[src/rtl/arbitro_memoria.sv]
// rtl/arbitro_memoria.sv - single-port memory arbiter for NRISC fetch/data requesters
// Optional ARB_RR_EN: round-robin tie-break instead of fixed data-over-fetch priority.
module arbitro_memoria #(
    parameter int AW      = 8,
    parameter int DW      = 8,
    parameter int MEM_LAT = 1
) (
    input  logic          Clock,
    input  logic          Reset,
    input  logic          halt,
    input  logic          if_req,
    input  logic [AW-1:0] if_addr,
    output logic          if_ack,
    output logic [DW-1:0] if_data,
    input  logic          d_req,
    input  logic          d_we,
    input  logic [AW-1:0] d_addr,
    input  logic [DW-1:0] d_wdata,
    output logic          d_ack,
    output logic [DW-1:0] d_rdata,
    output logic          mem_en,
    output logic          mem_we,
    output logic [AW-1:0] mem_addr,
    output logic [DW-1:0] mem_wdata,
    input  logic [DW-1:0] mem_rdata,
    output logic          stall,
    output logic          busy
);
    typedef enum logic [1:0] {S_IDLE, S_ISSUE, S_WAIT, S_RESP} state_t;
    localparam logic [1:0] LAT_M1 = 2'(MEM_LAT - 1);

    state_t        state_q, state_d;
    logic [1:0]    cnt_q, cnt_d;
    logic          owner_q, owner_d;   // 1 = data requester owns the access
    logic [AW-1:0] addr_q, addr_d;
    logic [DW-1:0] wdata_q, wdata_d;
    logic [DW-1:0] if_data_q, if_data_d;
    logic [DW-1:0] d_rdata_q, d_rdata_d;
    logic          we_d;
    logic          grant_data;
    logic          mem_en_q, mem_we_q, if_ack_q, d_ack_q, busy_q;

`ifdef ARB_RR_EN
    logic last_q, last_d;              // 1 = data was granted last
    assign grant_data = d_req & (~if_req | ~last_q);
`else
    assign grant_data = d_req;
`endif

    always_comb begin
        state_d   = state_q;
        cnt_d     = cnt_q;
        owner_d   = owner_q;
        addr_d    = addr_q;
        wdata_d   = wdata_q;
        if_data_d = if_data_q;
        d_rdata_d = d_rdata_q;
        we_d      = 1'b0;
`ifdef ARB_RR_EN
        last_d    = last_q;
`endif
        case (state_q)
            S_IDLE: begin
                if (!halt && (if_req || d_req)) begin
                    owner_d = grant_data;
                    addr_d  = grant_data ? d_addr : if_addr;
                    wdata_d = grant_data ? d_wdata : wdata_q;
                    we_d    = grant_data & d_we;
                    state_d = S_ISSUE;
`ifdef ARB_RR_EN
                    last_d  = grant_data;
`endif
                end
            end
            S_ISSUE: begin
                // mem_we_q is only ever high during ISSUE, so it doubles as the latched we
                if (mem_we_q) begin
                    state_d = S_RESP;
                end else begin
                    cnt_d   = LAT_M1;
                    state_d = S_WAIT;
                end
            end
            S_WAIT: begin
                if (cnt_q == 2'd0) begin
                    if (owner_q) d_rdata_d = mem_rdata;
                    else         if_data_d = mem_rdata;
                    state_d = S_RESP;
                end else begin
                    cnt_d = cnt_q - 2'd1;
                end
            end
            default: state_d = S_IDLE;
        endcase
    end

    always_ff @(posedge Clock) begin
        if (Reset) begin
            state_q   <= S_IDLE;
            cnt_q     <= 2'd0;
            owner_q   <= 1'b0;
            addr_q    <= '0;
            wdata_q   <= '0;
            if_data_q <= '0;
            d_rdata_q <= '0;
            mem_en_q  <= 1'b0;
            mem_we_q  <= 1'b0;
            if_ack_q  <= 1'b0;
            d_ack_q   <= 1'b0;
            busy_q    <= 1'b0;
`ifdef ARB_RR_EN
            last_q    <= 1'b0;
`endif
        end else begin
            state_q   <= state_d;
            cnt_q     <= cnt_d;
            owner_q   <= owner_d;
            addr_q    <= addr_d;
            wdata_q   <= wdata_d;
            if_data_q <= if_data_d;
            d_rdata_q <= d_rdata_d;
            mem_en_q  <= (state_d == S_ISSUE);
            mem_we_q  <= we_d;
            if_ack_q  <= (state_d == S_RESP) & ~owner_q;
            d_ack_q   <= (state_d == S_RESP) & owner_q;
            busy_q    <= (state_d != S_IDLE);
`ifdef ARB_RR_EN
            last_q    <= last_d;
`endif
        end
    end

    assign if_ack    = if_ack_q;
    assign d_ack     = d_ack_q;
    assign if_data   = if_data_q;
    assign d_rdata   = d_rdata_q;
    assign mem_en    = mem_en_q;
    assign mem_we    = mem_we_q;
    assign mem_addr  = addr_q;
    assign mem_wdata = wdata_q;
    assign busy      = busy_q;
    assign stall     = (if_req & ~if_ack_q) | (d_req & ~d_ack_q);
endmodule

[config.mk]
export PLATFORM = sky130hd
export DESIGN_NAME = arbitro_memoria
export DESIGN_NICKNAME = d
export VERILOG_FILES = /design/src/rtl/arbitro_memoria.sv
export SDC_FILE = /design/constraint.sdc
export NUM_CORES = 1
export LEC_CHECK = 0
export CAP_MARGIN = 20
export CORE_MARGIN = 4
export CORE_UTILIZATION = 45
export CTS_CLUSTER_SIZE = 16
export DETAILED_ROUTE_END_ITERATION = 8
export PLACE_DENSITY = 0.85
export SYNTH_ARGS = -nofsm -noshare
export SYNTH_HDL_FRONTEND = slang
export SYNTH_SLANG_ARGS = --single-unit
export TNS_END_PERCENT = 30
[constraint.sdc]
create_clock -name Clock -period 3.5 [get_ports Clock]
set_input_delay 0.875 -clock Clock [delete_from_list [all_inputs] [get_ports Clock]]
set_output_delay 0.875 -clock Clock [all_outputs]
set_load 0.01 [all_outputs]
Word-level counts from Yosys, hierarchy flattened
Cells that the tools add are included.

storage, ports and cells
  word-level logic and storage cells = 51
  memory bits (read-only) = 0
  flip-flop bits (word level) = 42
  bits in latches = 0
  RAM bits = 0
  memories = 0

cells by class
  multiplexer cells = 8
  $mul = 0
  reduce and logical (&&, ||, !) cells = 13
  bitwise operators = 11
  equal/unequal tests = 6
  $lt $le $gt $ge = 0
  shifts and indexed selects = 0
  divide/modulo/power cells = 0
  add/subtract/negate cells = 1

operator list
  cell                 count
  $reduce_and 3->1     4
  $mux 2               4
  $mux 8               1
  $pmux 2 s3           1
  $and 1x1->1          5
  $not 1->1            5
  $eq 2x1->1 const B   2
  $eq 2x2->1 const B   2
  $logic_not 2->1      2
  $ne 2x2->1 const B   2
  $pmux 2 s2           1
  $reduce_bool 2->1    2
  $reduce_or 3->1      1
  $reduce_and 2->1     1
  $sub 2x1->2 const B  1
  $logic_and 1x1->1    1
  $logic_not 1->1      1
  $logic_or 1x1->1     1
  $mux 1               1
  $or 1x1->1           1

Longest topological paths before layout
  word-level depth = 6
  depth in mapped cells = 7

Worst setup path after synthesis
OpenSTA, ideal clock, no wires.

  path type = input-to-output
  start = input d_req
  end = output stall
  required time = 2.625 ns
  cell stages on the path = 4
  data arrival time = 1.483 ns
  buffers on the path = 2
  path slack = 1.142 ns
  cells stage by stage = buf_4 > buf_2 > inv_1 > o22ai_1

on the way
  cells in the longest elaborated chain, start to end = 2

RTL lines
  element      line  text
  from (decl)  15    input logic d_req,
  $and 1x1->1  142   assign stall = (if_req & ~if_ack_q) | (d_req & ~d_ack_q);
  $or 1x1->1   142
  to (decl)    26    output logic stall,

Every way passes these cells.

Worst setup path after layout
  start = input if_req
  end = output stall

on the way
  cells in the longest elaborated chain, start to end = 2

RTL lines
  element      line  text
  from (decl)  11    input logic if_req,
  $and 1x1->1  142
  $or 1x1->1   142

Every way passes these cells.

==> out/results.tsv <==
stage	metric	value	unit
finish	syn2layout_area_growth	50.2	%
critical_path	cp_num_buf_inv	3	
route	antenna_left	0	
logic_synthesis	synthMuxAreaShare	13.7	%
logic_synthesis	synth.avg_cell_area	9.71	um2
sta	period_needed	2990	ps
logic_synthesis	synth_warnings	0	
clock_network	insertion_delay	290	ps
clock_network	cts_setup_buffers	0	
logic_synthesis	synth_edf_count	0	
floorplanning	die_h	70.5	um
power_and_ir_drop	seq_power_share	38.3	%
logic_synthesis	synth_seq_cells	42	
finish	final_cell_mix	clkdlybuf4s50_1, dfxtp_1, mux2i_1	
logic_synthesis	seq_area_frac_synth	47.8	%
power_and_ir_drop	power_density	614	mW/mm2
clock_network	numCtsBuffers	5	
floorplanning	rows	22	
power_and_ir_drop	p_total	1.62	mW
placed_design	dpl.hpwl	3170	um
clock_network	hold_buffers	0	
logic_synthesis	synth_fa_ha_area_share	3.56	%
job	cap_violations	0	
placed_design	place_area	0.00253	mm2
power_and_ir_drop	combPwrFrac	38.7	%
critical_path	critPathTopFamily	buffers and inverters	
logic_synthesis	ys_types	28	
grt	busiest_layer	met2	
logic_synthesis	synth-xor-area-share	0	%
clock_network	clockRootBuffer	clkbuf_8	
logic_synthesis	synthesis.nets	224	
critical_path	critical_path_arrival	2110	ps
critical_path	rrSetupSlack	1600	ps
route	num_vias	1570	
clock_network	cts_sinks	42	
placed_design	routabilityCongestion	0.737	
critical_path	setup.worst_path.class	primary input to primary output	
sta	finalHoldViolations	0	
finish	post-route-util	71.0	%
sta	setup_ws	510	ps
clock_network	htreeDepth	2	
placed_design	place_inst	297	
grt	grt_max_degree	20	
sta	period_share	85.4	%
grt	overflow	0	
finish	finalInstanceArea	0.00264	mm2
logic_synthesis	synth_top_family_by_area	compound AO/OA/AOI/OAI gates	
grt	use_met1	18.5	%
logic_synthesis	postSynth.asyncResetShare	0	%
floorplanning	core_area	0.00372	mm2
finish	final_nets	299	
finish	finalNonFillerCells	305	
grt	grt_util_met2	29.5	%
power_and_ir_drop	power.switching	0.524	mW
floorplanning	io_pins	76	
route	wirelength	4150	um
power_and_ir_drop	ir_worst_vdd	406	uV
logic_synthesis	netlist_area	0.00176	mm2
power_and_ir_drop	p_leak	1.08	nW
logic_synthesis	synthCells	181	
sta	setup-tns-final	0	ps
sta	fmax	334	MHz
clock_network	clockBufferDepth	2	
critical_path	worstPathRequired	2620	ps
clock_network	clk_pin_slew	80	ps
status	outcome	complete, no violations	
route	routedWlPerCell	13.6	um
critical_path	end_kind	primary output	
critical_path	crit_start	if_req	
critical_path	cp_cell_sequence	clkdlybuf4s50_1 > inv_1 > o22ai_1 > clkdlybuf4s50_1	
critical_path	crit_fanout	3	
grt	antenna_found_initial	0	
finish	antenna_cells	0	
sta	tightestPinTransition	578	ps
power_and_ir_drop	clkPwrFrac	23.1	%
critical_path	slowest_stage	clkdlybuf4s50_1	
sta	drv_slew	0	
floorplanning	start_util	47.3	%
power_and_ir_drop	intPower	1.10	mW
worst_hold_path	hold_start	mem_wdata[6]	
route	dr.pass1.iters	4	
route	drt_iter0_markers	76	
grt	grt_pass1_wl	6710	um
floorplanning	die-area	0.00497	mm2
sta	whs	455	ps
floorplanning	die_w	70.5	um
sta	grt_setup_unrepaired	no	
critical_path	r2r-start	state_q[0]	
sta	finalSetupViolCount	0	
worst_hold_path	min_path_type	flip-flop to flip-flop	
grt	grt_util_met3	6.62	%
logic_synthesis	synth_top_flop_cell	dfxtp_1	
power_and_ir_drop	switching_share	32.3	%
sta	skew	5.54	ps
sta	slew_headroom	61.4	%
logic_synthesis	synth_compound_area_share	16.2	%
route	route.detailed.drc	0	
logic_synthesis	yosys.area_share.simple	13.8	%
clock_network	cts_resized	0	
grt	grt_pass1_vias	1482	
route	via_per_inst	5.15	
grt	grt_usage	16.9	%
critical_path	crit_path_frequent_cell	clkdlybuf4s50_1	
clock_network	cts_tree	done	
placed_design	dp_slack	507	ps
critical_path	start_kind	primary input	
placed_design	numPortBuffers	75	
critical_path	slowest_delay	560	ps
finish	drive_gt1_share	5.45	%
finish	final_common_cell	clkdlybuf4s50_1	
==> cell families (layout without fill, tap and decap cells) <==
logic type	after synthesis	in the layout
flip-flops	42	42
multiplexers	24	24
buffers and inverters	17	93
adder cells (fa/ha/maj)	5	5
AO/OA/AOI/OAI	42	42
AND/OR/NAND/NOR	51	51
==> final timing paths <==
kind / depth (start not counted) / endpoint
setup / recovery: 4 / stall
hold / removal: 2 / mem_wdata[6]
setup reg to reg: 5 / mem_en
hold reg to reg: 2 / mem_wdata[6]
==> cell usage after synthesis (all sizes together) (3+ instances only) <==
cell    count  area [um2]
o21ai       5        25.0
clkbuf      3        11.3
a211oi     11        82.6
ha          5        62.6
nand3       9        50.1
nand3b      3        22.5
nor2       21        78.8
buf         7        50.1
mux2i      24         240
inv         7        26.3
dfxtp      42         841
a21oi      21         105
and2        3        18.8
nand2       9        33.8
==> power by group through the flow <==
stage | sequential, mW | clock, mW | combinational, mW
after floorplan | 0.660 | 0 | 0.362
after global placement | 0.628 | 0 | 0.618
after detailed placement | 0.631 | 0 | 0.630
after CTS | 0.620 | 0.380 | 0.634
after global routing | 0.632 | 0.397 | 0.695
final | 0.621 | 0.374 | 0.627
==> layout make-up <==
class                      instances  area, um2
timing repair buffer              78        773
clock buffer                       6       72.6
multi-input combinational        122        830
tap                               48       60.1
sequential                        42        841
inverter                           7       26.3
clock inverter                     2       37.5
fill                             299       1080
==> worst reg2reg max path: stages, from the launching register on <==
cell and delay (ps):
dfxtp_1 380, inv_1 110, ha_1 260, and2b_1 530, a22oi_4 160, a2111oi_4 370
==> per-layer routing <==
| metal | wire (um) | vias to the layer above |
|---|---|---|
| met2 | 2080 | 54 |
| met3 | 312 | 7 |
| met1 | 1700 | 727 |
| met5 | 0 | - |
| li1 | - | 782 |
| met4 | 64 | 0 |
==> registers in the layout, summed over array words and instances (netlist names) <==
name,flops
mem_en,1
busy,1
mem_we,1
cnt_q,2
if_data,8
d_ack,1
state_q,2
if_ack,1
owner_q,1
d_rdata,8
mem_addr,8
mem_wdata,8
Note: power is estimated with default switching activity, not from simulation.
